--- src/rtl/disp_control.sv ---
// disp_control: 8x8 LED matrix controller.
// Holds an 8x8 frame buffer (one row written per cycle) and scans it onto a
// one-hot row drive plus column data, DWELL cycles per row.
// Optional Game-of-Life step engine compiled in when DISP_LIFE_EN is defined;
// without it the step input is ignored and the buffer changes only by writes.
// Handshake: none; we/step are single-cycle strobes sampled on every rising
// edge, reset has priority over step, and step has priority over we.

module disp_control #(
   parameter int unsigned DWELL = 1
) (
   input  logic       clk,
   input  logic       reset,
   input  logic       we,
   input  logic [2:0] addr,
   input  logic [7:0] BitIn,
   input  logic       step,
   output logic [7:0] row,
   output logic [7:0] col
);

   localparam logic [15:0] LAST = 16'(DWELL - 1);

   logic [7:0]  fb [8];
   logic [2:0]  idx;
   logic [15:0] cnt;
   logic [2:0]  idx_nxt;

   assign idx_nxt = idx + 3'd1;

`ifdef DISP_LIFE_EN
   logic [7:0] life_nxt [8];

   // One Life cell per (r, c); neighbour rows/columns wrap around the torus.
   for (genvar r = 0; r < 8; r++) begin : g_row
      for (genvar c = 0; c < 8; c++) begin : g_col
         localparam int RU = (r + 7) % 8;
         localparam int RD = (r + 1) % 8;
         localparam int CL = (c + 7) % 8;
         localparam int CR = (c + 1) % 8;
         logic [3:0] n;
         assign n = 4'(fb[RU][CL]) + 4'(fb[RU][c]) + 4'(fb[RU][CR]) +
                    4'(fb[r][CL])                  + 4'(fb[r][CR])  +
                    4'(fb[RD][CL]) + 4'(fb[RD][c]) + 4'(fb[RD][CR]);
         assign life_nxt[r][c] = (n == 4'd3) | (fb[r][c] & (n == 4'd2));
      end
   end
`else
   // The step strobe has no effect in this build.
   logic unused_step;
   assign unused_step = step;
`endif

   // Frame buffer: reset clears, a Life step replaces the whole frame,
   // otherwise a write updates one row.
   always_ff @(posedge clk) begin
      if (reset) begin
         for (int i = 0; i < 8; i++) fb[i] <= 8'h00;
`ifdef DISP_LIFE_EN
      end else if (step) begin
         for (int i = 0; i < 8; i++) fb[i] <= life_nxt[i];
`endif
      end else if (we) begin
         fb[addr] <= BitIn;
      end
   end

   // Row scan: dwell counter, row index and registered row/column drives.
   // col always samples the buffer as it stood before this edge's update.
   always_ff @(posedge clk) begin
      if (reset) begin
         idx <= 3'd7;
         cnt <= LAST;
         row <= 8'h00;
         col <= 8'h00;
      end else if (cnt == LAST) begin
         cnt <= 16'd0;
         idx <= idx_nxt;
         row <= 8'h01 << idx_nxt;
         col <= fb[idx_nxt];
      end else begin
         cnt <= cnt + 16'd1;
         col <= fb[idx];
      end
   end

endmodule

--- config.mk ---
export PLATFORM = sky130hd
export DESIGN_NAME = disp_control
export DESIGN_NICKNAME = d
export VERILOG_FILES = /design/src/rtl/disp_control.sv
export SDC_FILE = /design/constraint.sdc
export NUM_CORES = 1
export LEC_CHECK = 0
export BUFFER_PORTS_ARGS = -buffer_cell sky130_fd_sc_hd__buf_2
export CELL_PAD_IN_SITES_DETAIL_PLACEMENT = 0
export CELL_PAD_IN_SITES_GLOBAL_PLACEMENT = 1
export CORE_MARGIN = 3
export CORE_UTILIZATION = 45
export DETAILED_ROUTE_END_ITERATION = 12
export GPL_TIMING_DRIVEN = 0
export PLACE_DENSITY_LB_ADDON = 0.1
export SLEW_MARGIN = 15
export SYNTH_ARGS = -nofsm -noshare
export SYNTH_HDL_FRONTEND = slang
export SYNTH_SLANG_ARGS = --single-unit
--- constraint.sdc ---
create_clock -name clk -period 2 [get_ports clk]
set_input_delay 0.3 -clock clk [delete_from_list [all_inputs] [get_ports clk]]
set_output_delay 0.3 -clock clk [all_outputs]
set_load 0.02 [all_outputs]
==> flow_metrics.py, run 1 <==
metrics = {
    "drt": {
        "dr.pass1.iters": 5,
        "drt_drc_violations_left": 0,
        "vias_per_cell": 5.533,
        "dr.first_iter.drc_count": 265,
        "wl_per_cell_um": 19.57,
        "detail-route-antenna-nets": 0,
        "dr_total_vias": 3248,
        "route.final.wire_length_um": 11490,
    },
    "power_and_ir_drop": {
        "cell_area_power_density_nw_per_um2": 830.5,
        "power.clock.fraction_pct": 26.9,
        "power.switching_fraction_pct": 29.07,
        "internal-power_w": 0.003253,
        "power.leakage_nw": 2.054,
        "irDropWorstVdd_uv": 340.1,
        "p_comb_share_pct": 19.2,
        "seq_power_share_pct": 53.9,
        "finalPower_w": 0.004587,
        "power_switching_w": 0.001333,
    },
    "die": {
        "die_w_um": 111.1,
        "rows": 37,
        "floorplan.die_area_um2": 12340,
        "boundaryPins": 31,
        "starting_density_pct": 47.27,
        "die_h_um": 111.1,
        "core_um2": 10510,
    },
    "yosys": {
        "synthesis.area_per_instance_um2": 12.23,
        "synth_seq_cells": 102,
        "synthDominantAreaCellType": "sky130_fd_sc_hd__edfxtp_1",
        "mappedNetlistNets": 428,
        "synth.yosys.seq_area_share_pct": 54.01,
        "synth_top_area_share_pct": 38.69,
        "synthDistinctLibCells": 36,
        "synth-edff-count": 64,
        "postSynth.asyncResetShare_pct": 0,
        "synthFlopType": "sky130_fd_sc_hd__edfxtp_1",
        "mappedNetlistArea_um2": 4967,
        "yosysWarningCount": 0,
        "netlist_instances": 406,
        "synth.area.top_cells": "sky130_fd_sc_hd__edfxtp_1, sky130_fd_sc_hd__dfxtp_1, sky130_fd_sc_hd__and2_1",
    },
    "clocking": {
        "clk_pin_slew_worst_paths_ns": 0.11,
        "numClockSinks": 102,
        "cts_inserted_buffers": 9,
        "clk-insertion-delay-late_ns": 0.37,
        "htree_num_levels": 3,
        "post_cts_hold_buffer_count": 0,
        "cts_tree": "built",
        "clock-root-buffer": "sky130_fd_sc_hd__clkbuf_8",
        "cts-root-to-sink-buffers": 2,
    },
    "sta": {
        "finalHoldWorstSlack_ns": 0.2957,
        "achievable-frequency_mhz": 520.8,
        "share_of_the_clock_period_used_by_the_worst_path_after_layout_pct": 96.00,
        "clock_skew_ns": 0.01401,
        "max-slew-margin-rel_pct": 25.97,
        "worstMarginPinSlew_ns": 1.099,
        "hold_viol": 0,
        "setup_viol_count_final": 0,
        "slew_viol_final": 0,
        "finalWorstPathRequiredPeriod_ns": 1.920,
        "finalSetupTns_ns": 0,
        "rsz0062_at_grt": "no",
    },
    "setup_path": {
        "timing.critical_path.fanout_max": 8,
        "r2r_start": "idx[0]",
        "cp_data_arrival_time_ns": 2.19,
        "critPathKind": "register to register",
        "cp-end-kind": "register",
        "worstSetupStartpointType": "register",
        "worst_r2r_path_depth": 5,
        "worst_r2r_endpoint": "col[4]",
        "timing.critical_path.required_ns": 2.27,
        "ff2ff_setup_slack_ns": 0.08,
    },
    "grt": {
        "pin_count_of_the_biggest_net_entering_global_routing": 19,
        "grt-ovfl-total": 0,
        "grt_first_pass_wirelength_um": 18220,
        "grt_pass1_vias": 3228,
        "grt_util_all_layers_pct": 19.29,
        "number_of_antenna_violations_at_the_first_check_in_global_routing": 0,
    },
    "cells_and_area": {
        "areaGrowthSynthToFinish_pct": 11.18,
        "drive_above_1_share_pct": 19.29,
        "antenna_cells_inserted": 0,
        "nNetsFinal": 468,
        "n_fill_cell": 929,
        "final_util_pct": 52.55,
    },
    "placement": {
        "place.gp.congestion": 0.8246,
        "io_buffers": 29,
        "detailed_place_hpwl_um": 8660,
    },
    "hold_path": {
        "min_path_cells": 2,
        "holdCritPathClass": "input port to register",
        "hold_path.startpoint": "BitIn[1]",
        "hold_end": "fb[0][1]",
    },
    "job": {
        "drv.max_cap_violation_count": 0,
    },
    "run_status": {
        "status": "complete, no violations",
    },
}
## per-layer routing
metal	wire length [µm]	global-route usage [%]
met4	105	5.758
met2	4899	26.94
met1	5680	29.72
met3	801	4.531
met5	0	0
## how the worst max path moves through the flow
stage,start,end,slack (ns),cells after the start
finish,idx[0],col[4],0.08,5
global route,reset,fb[1][7],0.002,5
CTS,cnt[0],col[7],-0.04,6
detailed placement,reset,fb[0][5],-0.36,5
global placement,reset,fb[0][6],-0.38,5
floorplan,idx[0],col[6],0.08,6
## synthesized netlist by cell type (7+ instances only)
cell type / n
sky130_fd_sc_hd__ha_1: 7
sky130_fd_sc_hd__nand3_1: 15
sky130_fd_sc_hd__o21ai_0: 7
sky130_fd_sc_hd__xnor2_1: 13
sky130_fd_sc_hd__nand2_1: 16
sky130_fd_sc_hd__mux2i_1: 40
sky130_fd_sc_hd__dfxtp_1: 38
sky130_fd_sc_hd__a31o_1: 8
sky130_fd_sc_hd__a21oi_1: 9
sky130_fd_sc_hd__edfxtp_1: 64
sky130_fd_sc_hd__and2_1: 65
sky130_fd_sc_hd__nor3_1: 15
sky130_fd_sc_hd__inv_1: 7
sky130_fd_sc_hd__nor2_1: 27
sky130_fd_sc_hd__a22oi_1: 15
sky130_fd_sc_hd__mux4_2: 16
## stage by stage
step,instance area (µm²),instances,setup WS (ns)
6_report,5523,587,0.07999
5_1_grt,5523,587,0.001773
4_1_cts,5494,589,-0.03699
3_5_place_dp,5283,571,-0.3640
3_3_place_gp,5283,571,-0.3804
2_1_floorplan,4967,406,0.07964
## cell type report
type | count | area, µm² | share of cell area [%]
Clock buffer | 9 | 123.9 | 2.243
Buffer | 15 | 105.1 | 1.903
Sequential cell | 102 | 2684 | 48.60
Multi-Input combinational cell | 279 | 2190 | 39.65
Inverter | 7 | 26.28 | 0.4758
Timing Repair Buffer | 32 | 167.7 | 3.036
Tap cell | 136 | 170.2 | 3.081
Clock inverter | 7 | 56.30 | 1.019
## flip-flops by register name (all words and copies together) (netlist names), named ones only
name	flops
idx	3
col	8
row	8
cnt	16
fb	64
## power by group through the flow
stage | logic [W] | registers, W | clock network (W)
finish | 0.000881 | 0.00247 | 0.00123
CTS | 0.000878 | 0.00246 | 0.00126
global placement | 0.000850 | 0.00251 | 0
detailed placement | 0.000852 | 0.00251 | 0
global route | 0.000945 | 0.00248 | 0.00136
floorplan | 0.000592 | 0.00252 | 0
## kinds of logic after synthesis
logic type      Yosys count  share of synthesized area (%)
simple gates            158                          17.13
flops                   102                          54.00
mux                      56                          15.31
compound gates           41                          5.693
buf+inv                  25                          2.720
xor+xnor                 17                          3.376
fa+ha+maj                 7                          1.763
## timing repair
action	in CTS	in global routing
endpoints found under the hold margin	0	0
endpoints found under the setup margin	18	30
resized for setup	6	9
gates cloned	0	0
pin swaps	0	0
setup buffers	3	0
## cell usage in the layout (no fill, tap or decap), types with 2 or more instances in the layout
cell type	n
sky130_fd_sc_hd__a22oi_1	15
sky130_fd_sc_hd__and2_1	65
sky130_fd_sc_hd__nand4_1	4
sky130_fd_sc_hd__clkinvlp_4	2
sky130_fd_sc_hd__inv_1	7
sky130_fd_sc_hd__ha_1	6
sky130_fd_sc_hd__nor2_1	24
sky130_fd_sc_hd__buf_6	3
sky130_fd_sc_hd__buf_2	33
sky130_fd_sc_hd__o21ai_0	3
sky130_fd_sc_hd__mux4_2	16
sky130_fd_sc_hd__clkbuf_1	4
sky130_fd_sc_hd__o21ai_1	4
sky130_fd_sc_hd__a31o_1	8
sky130_fd_sc_hd__clkbuf_8	9
sky130_fd_sc_hd__xnor2_1	13
sky130_fd_sc_hd__inv_6	2
sky130_fd_sc_hd__nand2_1	15
sky130_fd_sc_hd__or2_2	2
sky130_fd_sc_hd__buf_4	3
sky130_fd_sc_hd__nand2b_1	2
sky130_fd_sc_hd__nor2_2	3
sky130_fd_sc_hd__a21oi_1	9
sky130_fd_sc_hd__edfxtp_1	64
sky130_fd_sc_hd__and3_1	2
sky130_fd_sc_hd__nand3_1	15
sky130_fd_sc_hd__nor3_1	14
sky130_fd_sc_hd__xor2_1	3
sky130_fd_sc_hd__nor4_1	4
sky130_fd_sc_hd__dfxtp_1	37
sky130_fd_sc_hd__mux2i_1	40
## critical path: stages, from the launching register on
cell and delay (ns):
sky130_fd_sc_hd__dfxtp_2 0.47, sky130_fd_sc_hd__inv_1 0.12, sky130_fd_sc_hd__ha_1 0.39, sky130_fd_sc_hd__and2_1 0.42
sky130_fd_sc_hd__a22oi_1 0.16, sky130_fd_sc_hd__a31o_1 0.25
Power figures use the tool's default switching activity.
==> run 2, diff against run 1 <==
--- a/config.mk
+++ b/config.mk
@@ -13,6 +13,7 @@
 export DETAILED_ROUTE_END_ITERATION = 12
 export GPL_TIMING_DRIVEN = 0
 export PLACE_DENSITY_LB_ADDON = 0.1
+export RECOVER_POWER = 25
 export SLEW_MARGIN = 15
 export SYNTH_ARGS = -nofsm -noshare
 export SYNTH_HDL_FRONTEND = slang
==> run 2 against run 1 <==
Flip-flop and latch count unchanged. Maximum frequency up 0.56%. Global-route usage unchanged. Utilization down 0.19 points. First-iteration DRC count up 17%. Critical endpoint unchanged. Largest cell class unchanged.
==> flow_metrics.py, run 2 (same netlist as run 1, synthesis figures left out) <==
metrics = {
    "sta": {
        "hold_viol": 0,
        "achievable-frequency_mhz": 523.7,
        "finalWorstPathRequiredPeriod_ns": 1.909,
        "rsz0062_at_grt": "no",
        "max-slew-margin-rel_pct": 25.74,
        "worstMarginPinSlew_ns": 1.102,
        "share_of_the_clock_period_used_by_the_worst_path_after_layout_pct": 95.47,
        "setup_viol_count_final": 0,
        "slew_viol_final": 0,
        "clock_skew_ns": 0.01372,
        "timing.final.ws_setup_ns": 0.09069,
        "finalSetupTns_ns": 0,
        "finalHoldWorstSlack_ns": 0.2967,
    },
    "power_and_ir_drop": {
        "power.switching_fraction_pct": 29.13,
        "power.leakage_nw": 1.974,
        "power.clock.fraction_pct": 27.0,
        "internal-power_w": 0.003242,
        "p_comb_share_pct": 19.0,
        "power_switching_w": 0.001333,
        "irDropWorstVdd_uv": 334.4,
        "seq_power_share_pct": 54.1,
        "cell_area_power_density_nw_per_um2": 831.3,
    },
    "placement": {
        "dp_cells": 571,
        "place.gp.congestion": 0.8246,
        "detailed_place_hpwl_um": 8660,
        "post-place-ws_ns": -0.3640,
        "detailed_place.area_um2": 5283,
        "io_buffers": 29,
    },
    "cells_and_area": {
        "largestRegisters": "fb: 64 flops, cnt: 16 flops",
        "max_flop_register": "fb",
        "drive_above_1_share_pct": 15.74,
        "areaGrowthSynthToFinish_pct": 10.78,
        "antenna_cells_inserted": 0,
        "final_common_cell": "sky130_fd_sc_hd__edfxtp_1",
        "n_fill_cell": 937,
        "largest_register_ff_count": 64,
        "instances_no_fill": 587,
        "nNetsFinal": 468,
        "layout.cells.most_common_list": "sky130_fd_sc_hd__edfxtp_1, sky130_fd_sc_hd__and2_1, sky130_fd_sc_hd__mux2i_1",
        "stdcell_area_um2": 5503,
    },
    "drt": {
        "dr_total_vias": 3250,
        "dr.pass1.iters": 5,
        "detail-route-antenna-nets": 0,
        "route.final.wire_length_um": 11500,
        "wl_per_cell_um": 19.59,
        "dr.first_iter.drc_count": 310,
        "drt_drc_violations_left": 0,
        "vias_per_cell": 5.537,
    },
    "grt": {
        "grt-ovfl-total": 0,
        "grt_util_all_layers_pct": 19.29,
        "number_of_antenna_violations_at_the_first_check_in_global_routing": 0,
        "pin_count_of_the_biggest_net_entering_global_routing": 19,
        "grt_first_pass_wirelength_um": 18220,
        "grt_pass1_vias": 3228,
    },
    "die": {
        "rows": 37,
        "die_w_um": 111.1,
        "starting_density_pct": 47.27,
        "boundaryPins": 31,
        "floorplan.die_area_um2": 12340,
        "core_um2": 10510,
        "die_h_um": 111.1,
    },
    "clocking": {
        "htree_num_levels": 3,
        "clk_pin_slew_worst_paths_ns": 0.11,
        "clock-root-buffer": "sky130_fd_sc_hd__clkbuf_8",
        "cts_tree": "built",
        "cts-root-to-sink-buffers": 2,
        "cts_inserted_buffers": 9,
        "post_cts_hold_buffer_count": 0,
        "numClockSinks": 102,
        "clk-insertion-delay-late_ns": 0.37,
    },
    "setup_path": {
        "r2r_start": "idx[0]",
        "cp-end-kind": "register",
        "cp_data_arrival_time_ns": 2.18,
        "worstSetupStartpointType": "register",
        "critPathKind": "register to register",
        "critical_path.endpoint": "col[4]",
        "worst_r2r_path_depth": 5,
        "timing.critical_path.required_ns": 2.27,
        "critical_path.startpoint": "idx[0]",
        "ff2ff_setup_slack_ns": 0.09,
        "timing.critical_path.fanout_max": 8,
        "worst_r2r_endpoint": "col[4]",
    },
    "run_status": {
        "status": "complete, no violations",
    },
    "job": {
        "drv.max_cap_violation_count": 0,
    },
    "hold_path": {
        "holdCritPathClass": "input port to register",
    },
}
-- run 2: what timing repair did --
action | CTS | global route
endpoints found under the setup margin | 18 | 30
buffers inserted | 3 | 0
gates cloned | 0 | 0
gates resized for setup | 6 | 9
endpoints found under the hold margin | 0 | 0
-- run 2: worst max-delay path, stage by stage (launching register included) --
cell,delay [ns]
sky130_fd_sc_hd__dfxtp_2,0.47
sky130_fd_sc_hd__inv_1,0.12
sky130_fd_sc_hd__ha_1,0.39
sky130_fd_sc_hd__and2_1,0.42
sky130_fd_sc_hd__a22oi_1,0.16
sky130_fd_sc_hd__a31o_1,0.25
-- run 2: metal layers --
metal	vias to the layer above	GRT usage [%]	wire, µm
li1	1561	-	-
met1	1578	29.72	5746
met2	101	26.94	4856
met3	10	4.531	778
met4	0	5.758	119
met5	-	0	0
-- run 2: layout make-up --
class | instances | area (µm²) | area share [%]
well taps | 136 | 170.2 | 3.092
clock buffers | 9 | 123.9 | 2.251
flip-flops and latches | 102 | 2684 | 48.77
multi-input cells | 279 | 2190 | 39.79
plain buffers | 15 | 105.1 | 1.910
clock inverters | 7 | 56.30 | 1.023
inverters | 7 | 26.28 | 0.4775
repair buffers | 32 | 147.6 | 2.683
-- run 2: how the worst min path moves through the flow --
| stage | start | endpoint | slack [ns] | depth (start not counted) |
|---|---|---|---|---|
| finish | BitIn[1] | fb[0][1] | 0.30 | 2 |
| global route | BitIn[1] | fb[3][1] | 0.30 | 2 |
| CTS | BitIn[1] | fb[0][1] | 0.28 | 2 |
| detailed placement | row[6] | row[6] | 0.44 | 2 |
| global placement | row[5] | row[5] | 0.44 | 2 |
| floorplan | cnt[0] | cnt[0] | 0.44 | 1 |
-- run 2: power by group through the flow --
stage	registers [W]	clock network, W	logic (W)
floorplan	0.00252	0	0.000592
global placement	0.00251	0	0.000850
detailed placement	0.00251	0	0.000852
CTS	0.00246	0.00126	0.000878
global route	0.00249	0.00136	0.000934
finish	0.00247	0.00123	0.000867
-- run 2: through the flow --
step           total power, W  utilization (%)
2_1_floorplan        0.003111                -
3_3_place_gp         0.003358            50.27
3_5_place_dp         0.003362            50.27
4_1_cts              0.004604            52.28
5_1_grt              0.004780            52.36
6_report             0.004575            52.36
==> run 3, diff against run 2 <==
--- a/config.mk
+++ b/config.mk
@@ -5,11 +5,12 @@
 export SDC_FILE = /design/constraint.sdc
 export NUM_CORES = 1
 export LEC_CHECK = 0
+export ABC_AREA = 1
 export BUFFER_PORTS_ARGS = -buffer_cell sky130_fd_sc_hd__buf_2
 export CELL_PAD_IN_SITES_DETAIL_PLACEMENT = 0
 export CELL_PAD_IN_SITES_GLOBAL_PLACEMENT = 1
 export CORE_MARGIN = 3
-export CORE_UTILIZATION = 45
+export CORE_UTILIZATION = 41
 export DETAILED_ROUTE_END_ITERATION = 12
 export GPL_TIMING_DRIVEN = 0
 export PLACE_DENSITY_LB_ADDON = 0.1
==> run 3 against run 2 <==
Clock-buffer cell count stayed put. Critical endpoint unchanged. Clock power rose by 64%. First-iteration DRC count is 36% higher.
==> flow_metrics.py, run 3 <==
metrics = {
    "yosys": {
        "mappedNetlistArea_um2": 5233,
        "synth_compound_gate_area_share_pct": 3.228,
        "synth_simple_gate_area_share_pct": 32.78,
        "synthesis.area_per_instance_um2": 7.729,
        "synth.area.top_cells": "sky130_fd_sc_hd__edfxtp_1, sky130_fd_sc_hd__dfxtp_1, sky130_fd_sc_hd__nand2_1",
        "synthAdderAreaFrac_pct": 1.674,
        "synthDistinctLibCells": 30,
        "synthDominantAreaCellType": "sky130_fd_sc_hd__edfxtp_1",
        "most_frequently_used_cell_type_in_the_post_synthesis_netlist": "sky130_fd_sc_hd__nand2_1",
        "netlist_instances": 677,
        "yosys.area_share.xor_xnor_pct": 1.459,
        "muxShareOfSynthArea_pct": 0,
        "postSynth.asyncResetShare_pct": 0,
        "synthFlopType": "sky130_fd_sc_hd__edfxtp_1",
        "mappedNetlistNets": 699,
        "synth.cells.most_frequent": "sky130_fd_sc_hd__nand2_1, sky130_fd_sc_hd__nand3_1, sky130_fd_sc_hd__nor2_1",
        "synth_top_area_share_pct": 36.73,
        "synth.yosys.seq_area_share_pct": 51.27,
        "dominant_combinational_cell_family_by_area_after_synthesis": "simple AND/OR/NAND/NOR gates",
        "synth-edff-count": 64,
        "synth_seq_cells": 102,
        "yosysWarningCount": 0,
    },
    "placement": {
        "detailed_place_hpwl_um": 10720,
        "io_buffers": 29,
        "place.gp.congestion": 0.9348,
    },
    "cells_and_area": {
        "largestRegisters": "fb: 64 flops, cnt: 16 flops",
        "layout.cells.most_common_list": "sky130_fd_sc_hd__nand2_1, sky130_fd_sc_hd__nand3_1, sky130_fd_sc_hd__nor2_1",
        "max_flop_register": "fb",
        "n_fill_cell": 1246,
        "antenna_cells_inserted": 0,
        "ff_latch_area_um2": 2684,
        "nNetsFinal": 741,
        "final_common_cell": "sky130_fd_sc_hd__nand2_1",
        "multi_input_area_um2": 2063,
        "largest_register_ff_count": 64,
        "drive_above_1_share_pct": 10.77,
        "areaGrowthSynthToFinish_pct": 14.16,
        "final_util_pct": 48.71,
    },
    "setup_path": {
        "timing.critical_path.buf_inv": 5,
        "cp-end-kind": "register",
        "critical_path.most_common_cell": "sky130_fd_sc_hd__nand3_1",
        "critPathKind": "register to register",
        "timing.critical_path.fanout_max": 16,
        "critical_path.max_stage_delay_ns": 0.37,
        "cp_data_arrival_time_ns": 2.11,
        "critical_path.top_delay_family": "buffers and inverters",
        "worstSetupStartpointType": "register",
        "critical_path.cell_chain": "buf_6, inv_6, ha_1, clkbuf_4, clkinv_4, buf_6, nand3_1, nand3_1, nand3_1, a21oi_2",
        "slowest_cell_on_crit_path": "sky130_fd_sc_hd__dfxtp_2",
        "timing.critical_path.required_ns": 2.22,
    },
    "drt": {
        "dr_total_vias": 4518,
        "detail-route-antenna-nets": 0,
        "route.final.wire_length_um": 14960,
        "dr.pass1.iters": 6,
        "dr.first_iter.drc_count": 421,
        "drt_drc_violations_left": 0,
        "wl_per_cell_um": 16.77,
        "vias_per_cell": 5.065,
    },
    "clocking": {
        "cts-root-to-sink-buffers": 2,
        "numClockSinks": 102,
        "cts_inserted_buffers": 9,
        "clk_pin_slew_worst_paths_ns": 0.07,
        "htree_num_levels": 3,
        "cts_tree": "built",
        "clk-insertion-delay-late_ns": 0.36,
        "clock-root-buffer": "sky130_fd_sc_hd__clkbuf_16",
    },
    "die": {
        "die_w_um": 119.0,
        "starting_density_pct": 42.67,
        "die_h_um": 119.0,
        "rows": 40,
        "floorplan.die_area_um2": 14150,
        "boundaryPins": 31,
        "core_um2": 12260,
    },
    "sta": {
        "achievable-frequency_mhz": 530.0,
        "setup_viol_count_final": 0,
        "share_of_the_clock_period_used_by_the_worst_path_after_layout_pct": 94.34,
        "hold_viol": 0,
        "slew_viol_final": 0,
        "clock_skew_ns": 0.01132,
        "max-slew-margin-rel_pct": 56.50,
        "worstMarginPinSlew_ns": 0.6524,
        "rsz0062_at_grt": "no",
        "finalWorstPathRequiredPeriod_ns": 1.887,
        "finalHoldWorstSlack_ns": 0.4072,
    },
    "grt": {
        "grt_first_pass_wirelength_um": 23020,
        "grt_pass1_vias": 4256,
        "grt_util_all_layers_pct": 21.45,
        "grt-ovfl-total": 0,
        "pin_count_of_the_biggest_net_entering_global_routing": 18,
        "number_of_antenna_violations_at_the_first_check_in_global_routing": 0,
    },
    "power_and_ir_drop": {
        "power.leakage_nw": 2.663,
        "irDropWorstVdd_uv": 547.5,
        "finalPower_w": 0.005447,
        "cell_area_power_density_nw_per_um2": 911.9,
    },
    "run_status": {
        "status": "complete, no violations",
    },
    "hold_path": {
        "holdCritPathClass": "input port to register",
    },
    "job": {
        "drv.max_cap_violation_count": 0,
    },
}
-- run 3: stage by stage --
step           setup WS, ns  instance area, µm²  std cells  TNS (ns)
6_report             0.1131                5973        892         0
5_1_grt             0.02233                5973        892         0
4_1_cts             0.02931                5954        889         0
3_5_place_dp        -0.4190                5588        874    -4.124
3_3_place_gp        -0.4155                5588        874    -3.802
2_1_floorplan        0.1670                5233        677         0
-- run 3: metal layers --
metal	routed length [µm]	GRT usage, %	part of all wire [%]	up-vias
met3	1072	4.843	7.2	14
met2	7089	35.13	47	177
met5	0	0	0	-
met4	160	6.083	1.1	0
li1	-	-	-	2230
met1	6636	28.61	44	2097
-- run 3: logic make-up (layout without fill, tap and decap cells) --
| kind of cell | count (synthesis) | in the layout |
|---|---|---|
| and+or+nand+nor | 405 | 405 |
| buffers and inverters | 123 | 170 |
| DFF | 102 | 102 |
| AOI/OAI and AO/OA | 33 | 33 |
| adders and majority gates | 7 | 7 |
| xor gates and xnor gates | 7 | 7 |
-- run 3: report_power, final --
part / switching, W / internal, W
sequential: 0.0000537 / 0.00238
clock: 0.000794 / 0.00123
combinational: 0.000695 / 0.000297
-- run 3: final timing paths --
check	startpoint	endpoint	slack [ns]	depth (start not counted)
max	idx[0]	col[4]	0.11	10
min	BitIn[5]	fb[6][5]	0.41	3
max reg2reg	idx[0]	col[4]	0.11	10
min reg2reg	row[3]	row[3]	0.45	2
-- run 3: cell type report --
cell class                      instances  share of cell area [%]
Inverter                               98                   6.347
Sequential cell                       102                   44.93
Multi-Input combinational cell        452                   34.54
Buffer                                 24                   2.388
Timing Repair Buffer                   32                   2.493
Clock buffer                            9                   3.770
Clock inverter                          7                   2.011
Tap cell                              168                   3.519
-- run 3: timing repair --
action / in CTS / in global routing
pin swaps: 0 / 1
hold buffers: 0 / 0
endpoints found under the setup margin: 10 / 7
resized for setup: 9 / 5
hold endpoints to repair: 0 / 0
setup buffers: 0 / 3
-- run 3: worst reg2reg max path: cells and delay by family (launching register included) --
family	cells	cell delay [ns]
simple gates	3	0.37
fa+ha+maj	1	0.28
flops	1	0.37
compound gates	1	0.07
buf+inv	5	0.69
